### src/rtl/hazard_ctrl.sv
// Purpose : hazard/stall controller for the five-stage core. It compares D-stage Tuse with
//           E/M-stage Tnew, sequences the HI/LO multiply/divide busy window, and counts stalled cycles.
// Latency : stall/flush_e/md_busy are combinational in the same cycle. stall_cnt updates one edge after a stalled cycle.
// Backpr. : stall freezes the PC and IF/ID, and flush_e bubbles ID/EX. A held D instruction re-evaluates every cycle.
// Ports   : clk, reset (async, active-low); rs_d/rt_d + tuse_*_d (D demand);
//           a3_e/tnew_e, a3_m/tnew_m (E/M supply); md_use_d, md_start_e, md_div_e;
//           outputs stall, flush_e, md_busy, stall_cnt[31:0].
module hazard_ctrl #(
  parameter int MULT_CYCLES = 5,
  parameter int DIV_CYCLES  = 10
) (
  input  logic        clk,
  input  logic        reset,
  input  logic [4:0]  rs_d,
  input  logic [4:0]  rt_d,
  input  logic [1:0]  tuse_rs_d,
  input  logic [1:0]  tuse_rt_d,
  input  logic [4:0]  a3_e,
  input  logic [1:0]  tnew_e,
  input  logic [4:0]  a3_m,
  input  logic [1:0]  tnew_m,
  input  logic        md_use_d,
  input  logic        md_start_e,
  input  logic        md_div_e,
  output logic        stall,
  output logic        flush_e,
  output logic        md_busy,
  output logic [31:0] stall_cnt
);

  logic [3:0] md_cnt;
  logic       md_idle;
  logic       rs_hz;
  logic       rt_hz;
  logic       md_hz;
  logic       hazard;

  // Tuse of 3 means "operand not read". $0 is hardwired, so a producer
  // that writes $0 never blocks a consumer.
  assign rs_hz = (rs_d != 5'd0) && (tuse_rs_d != 2'd3) &&
                 (((rs_d == a3_e) && (tuse_rs_d < tnew_e)) ||
                  ((rs_d == a3_m) && (tuse_rs_d < tnew_m)));

  assign rt_hz = (rt_d != 5'd0) && (tuse_rt_d != 2'd3) &&
                 (((rt_d == a3_e) && (tuse_rt_d < tnew_e)) ||
                  ((rt_d == a3_m) && (tuse_rt_d < tnew_m)));

  assign md_idle = (md_cnt == 4'd0);

  // The issue pulse itself counts as busy. A dependent HI/LO access in D
  // during the issue cycle is therefore held as well.
  assign md_busy = reset && (md_start_e || !md_idle);
  assign md_hz   = md_use_d && md_busy;

  // Gate with reset so that the outputs drop immediately when reset is asserted, without waiting for an edge.
  assign hazard  = reset && (rs_hz || rt_hz || md_hz);
  assign stall   = hazard;
  assign flush_e = hazard;

  // Busy countdown. An issue while busy cannot happen, because D is held, so it is simply ignored.
  always_ff @(posedge clk or negedge reset) begin
    if (!reset) begin
      md_cnt <= 4'd0;
    end else if (md_idle) begin
      if (md_start_e) begin
        md_cnt <= md_div_e ? 4'(DIV_CYCLES) : 4'(MULT_CYCLES);
      end
    end else begin
      md_cnt <= md_cnt - 4'd1;
    end
  end

  // Saturating stall counter. It sticks at all-ones.
  always_ff @(posedge clk or negedge reset) begin
    if (!reset) begin
      stall_cnt <= 32'd0;
    end else if (hazard && (stall_cnt != 32'hFFFF_FFFF)) begin
      stall_cnt <= stall_cnt + 32'd1;
    end
  end

endmodule

### config.mk
export PLATFORM = sky130hd
export DESIGN_NAME = hazard_ctrl
export DESIGN_NICKNAME = d
export VERILOG_FILES = /design/src/rtl/hazard_ctrl.sv
export SDC_FILE = /design/constraint.sdc
export NUM_CORES = 1
export LEC_CHECK = 0
export CAP_MARGIN = 5
export CORE_ASPECT_RATIO = 1.25
export CORE_MARGIN = 3
export CORE_UTILIZATION = 32
export DETAILED_ROUTE_END_ITERATION = 6
export GPL_TIMING_DRIVEN = 0
export HOLD_SLACK_MARGIN = 0.15
export PLACE_DENSITY = 0.67
export SYNTH_ARGS = -nofsm -noshare
export SYNTH_HDL_FRONTEND = slang
export SYNTH_SLANG_ARGS = --single-unit
### constraint.sdc
create_clock -name clk -period 7.5 [get_ports clk]
set_input_delay 1.875 -clock clk [delete_from_list [all_inputs] [get_ports clk]]
set_output_delay 1.875 -clock clk [all_outputs]
set_load 0.05 [all_outputs]
==> impl_metrics.json, run 1 <==
{
  "synth.area.top_cells": "dfrtp_1 (39%), xor2_1 (13%), xnor2_1 (6.1%)",
  "grt_setup_unrepaired": "false",
  "via_per_inst": 5.03,
  "cts_buffers": 5,
  "synth_nets": 271,
  "dr.pass1.iters": 4,
  "clk_root_buffer_cell": "clkbuf_8",
  "max_freq_mhz": 150,
  "crit_top_cell": "clkdlybuf4s50_1",
  "dieArea_mm2": 0.00826,
  "num_vias": 1978,
  "grt_max_degree": 40,
  "cts_hold_buf": 0,
  "synthMuxAreaShare_pct": 1.41,
  "coreArea_mm2": 0.00677,
  "grt_pass1_vias": 1932,
  "syn_inst": 231,
  "clock_path_buffers": 2,
  "power_density_mw_per_mm2": 217,
  "final_antenna_net_count": 0,
  "p_leak_nw": 1.32,
  "slew_headroom_pct": 41.9,
  "drc_errors": 0,
  "place_inst": 385,
  "finalNonFillerCells": 393,
  "cts_tree": "yes",
  "io_buffers": 67,
  "ir_drop_mv": 0.223,
  "die_w_um": 81.9,
  "ys_types": 41,
  "cp_slowest_stage_delay_ns": 0.78,
  "drtIter0Drc": 110,
  "avgSynthCellArea_um2": 9.97,
  "cpMaxStageDelayCell": "clkdlybuf4s50_1",
  "die_y_um": 101,
  "clock_latency_ns": 0.29,
  "critPathCaptureType": "output pin",
  "fin_crit_ns": 6.65,
  "synth.top_cell.area_share_pct": 39.1,
  "yosysWarnings": 0,
  "hp-class": "flop to flop",
  "grt_overflow": 0,
  "synth_xor_area_share_pct": 19.4,
  "slew_viol_final": 0,
  "initial_utilization_pct": 34.0,
  "hold_viol": 0,
  "critPathArrivalTime_ns": 4.78,
  "synth_top_family_by_area": "simple AND/OR/NAND/NOR gates",
  "fillers": 670,
  "yosys.area.top_type": "dfrtp_1",
  "yosys.area_share.simple_pct": 25.9,
  "path_max_fanout": 10,
  "grt_first_pass_wirelength_um": 9360,
  "tns_ns": 0,
  "num_antenna_cells": 0,
  "synthToLayoutAreaGrowth_pct": 37.6,
  "fp-row-count": 33,
  "routedWlPerCell_um": 14.9,
  "totalWireLength_um": 5870,
  "worstSetupStartpointType": "input port",
  "post-dp-hpwl_um": 4430,
  "tightest_slew_ns": 0.872,
  "cts_max_level": 2,
  "required_ns": 5.62,
  "period_share_pct": 88.7,
  "setup-violations-final": 0,
  "max_cap_violations": 0,
  "gp_congestion": 0.762,
  "postCtsSetupRepairBufs": 0,
  "clkTransAtPathRegs_ns": 0.07,
  "netlist_area_mm2": 0.00230,
  "cts.sinks": 36,
  "path_class": "input port to output pin",
  "nets": 345,
  "yosys_register_bits": 36,
  "drive_gt1_share_pct": 9.48,
  "antenna_found_initial": 0,
  "synthAdderAreaFrac_pct": 3.80,
  "ctsResizeCount": 0,
  "yosysSeqAreaShare_pct": 39.1,
  "status": "completed",
  "path_cells": "clkdlybuf4s50_1, ha_1, a2111oi_0, nand4_1, a21oi_2, a211oi_4, buf_2, inv_1, buf_4, clkdlybuf4s50_1",
  "track_usage_pct": 14.4,
  "synth_compound_area_share_pct": 6.52,
  "ios": 68,
  "fin_skew_ns": 0.00495
}
Yosys cell counts:
cell,instances
or4_1,4
nand2_1,11
inv_1,9
nor3b_1,5
buf_2,3
buf_1,1
o31ai_1,1
a21boi_0,1
mux2_1,1
buf_6,1
a21oi_2,2
nand4_1,14
a211oi_4,1
and3_1,8
nor4_2,5
buf_4,2
a21oi_1,1
ha_1,7
and2_2,1
mux2i_1,1
nand3_1,12
o21ai_0,4
nand2b_1,4
nor2_2,1
mux2_2,1
o211ai_1,3
nor3_1,23
and4_1,1
dfrtp_1,36
and2_1,2
a2111oi_1,1
nand3_4,1
nand3b_1,1
nor2_1,3
xnor2_1,16
clkbuf_1,3
xor2_1,35
nor4b_2,1
a21boi_1,1
a2111oi_0,2
a2111oi_2,1
stage by stage:
step,hold slack [ns],power (mW),utilization (%),setup slack [ns],instance area [µm²]
floorplan,0.458,0.444,-,1.84,2300
global placement,0.472,0.544,45.5,0.0755,3080
detailed placement,0.476,0.551,45.5,0.828,3080
CTS,0.489,0.696,46.8,0.817,3170
global route,0.510,0.729,46.8,0.591,3170
finish,0.483,0.689,46.8,0.848,3170
cells in the final DEF (no fill, tap or decap), drive strengths merged:
cell	Yosys	routed
nand4	14	14
clkinv	0	2
nor4b	1	1
o31ai	1	1
or4	4	4
nor2	4	4
and2	3	3
xnor2	16	16
dfrtp	36	36
inv	9	9
nor4	5	5
nand2	11	11
a2111oi	4	4
buf	7	8
and4	1	1
nor3	23	23
clkbuf	3	9
o21ai	4	4
mux2i	1	1
nor3b	5	5
ha	7	7
xor2	35	35
a211oi	1	1
and3	8	8
o211ai	3	3
nand3b	1	1
mux2	2	2
a21boi	2	2
nand2b	4	4
clkdlybuf4s50	0	66
a21oi	3	3
nand3	13	13
routing by layer:
layer,up-vias,part of all wire [%],track usage [%]
met5,-,0,0
met4,0,1.7,4.73
met3,7,6.5,2.77
met2,73,46,23.2
met1,930,46,19.3
li1,968,-,-
kinds of logic (layout without fill, tap and decap cells):
| logic type | after synthesis | in the layout |
|---|---|---|
| xor+xnor | 51 | 51 |
| simple gates | 97 | 97 |
| buf+inv | 19 | 94 |
| flops | 36 | 36 |
| compound gates | 18 | 18 |
| fa+ha+maj | 7 | 7 |
| mux | 3 | 3 |
layout make-up:
cell class	count	area, µm²	share of cell area (%)
Clock buffer	6	82.6	2.60
Tap cell	87	109	3.43
Sequential cell	36	901	28.4
Buffer	10	56.3	1.78
Inverter	9	33.8	1.07
Clock inverter	2	10.0	0.316
Multi-Input combinational cell	176	1310	41.4
Timing Repair Buffer	67	666	21.0
path summary, 6_finish.rpt:
kind	cells past startpoint	slack (ns)	endpoint	start
max	10	0.85	stall	tuse_rt_d[1]
min reg2reg	1	0.48	stall_cnt[8]	stall_cnt[8]
max in group asynchronous	1	5.26	stall_cnt[0]	reset
min	1	0.48	stall_cnt[8]	stall_cnt[8]
min in group asynchronous	1	1.70	stall_cnt[16]	reset
max reg2reg	8	4.84	stall_cnt[16]	md_cnt[0]
power by group:
group,switching [mW],internal [mW],leakage [nW]
logic,0.166,0.108,0.816
clock network,0.0689,0.0733,0.0510
registers,0.0411,0.231,0.449
total,0.276,0.413,1.32
worst max-delay path: cells and delay by family:
family	cells	cell delay, ns
adder cells (fa/ha/maj)	1	0.31
buffers and inverters	5	1.66
AO/OA/AOI/OAI	3	0.76
AND/OR/NAND/NOR	1	0.17
sequential cells by signal (all words and copies together) (netlist names):
signal / flops
stall_cnt: 32
md_cnt: 4
No activity file was read; power rests on OpenSTA's default activity.
==> run 2: changes to the inputs <==
==> constraint.sdc (replaced) <==
create_clock -name clk -period 7.5 [get_ports clk]
set_input_delay 1.875 -clock clk [delete_from_list [all_inputs] [get_ports clk]]
set_output_delay 1.875 -clock clk [all_outputs]
set_load 0.01 [all_outputs]
==> results of run 2 <==
The final DEF is identical to that of run 1. Status: completed.
Among the figures that moved: setup slack after placement 0.828 ns -> 1.10 ns; setup slack after layout 0.848 ns -> 1.12 ns; total power 0.689 mW -> 0.607 mW; worst IR drop on VDD 0.223 mV -> 0.151 mV
==> run 3: changes to the inputs <==
--- a/config.mk
+++ b/config.mk
@@ -5,11 +5,13 @@
 export SDC_FILE = /design/constraint.sdc
 export NUM_CORES = 1
 export LEC_CHECK = 0
+export ABC_CLOCK_PERIOD_IN_PS = 7500
 export CAP_MARGIN = 5
 export CORE_ASPECT_RATIO = 1.25
 export CORE_MARGIN = 3
 export CORE_UTILIZATION = 32
 export DETAILED_ROUTE_END_ITERATION = 6
+export GPL_ROUTABILITY_DRIVEN = 0
 export GPL_TIMING_DRIVEN = 0
 export HOLD_SLACK_MARGIN = 0.15
 export PLACE_DENSITY = 0.67
==> results of run 3 <==
The final DEF is identical to that of run 1. Status: completed.
Among the figures that moved: setup slack after placement 0.828 ns -> 1.10 ns; setup slack after layout 0.848 ns -> 1.12 ns; total power 0.689 mW -> 0.607 mW; worst IR drop on VDD 0.223 mV -> 0.151 mV
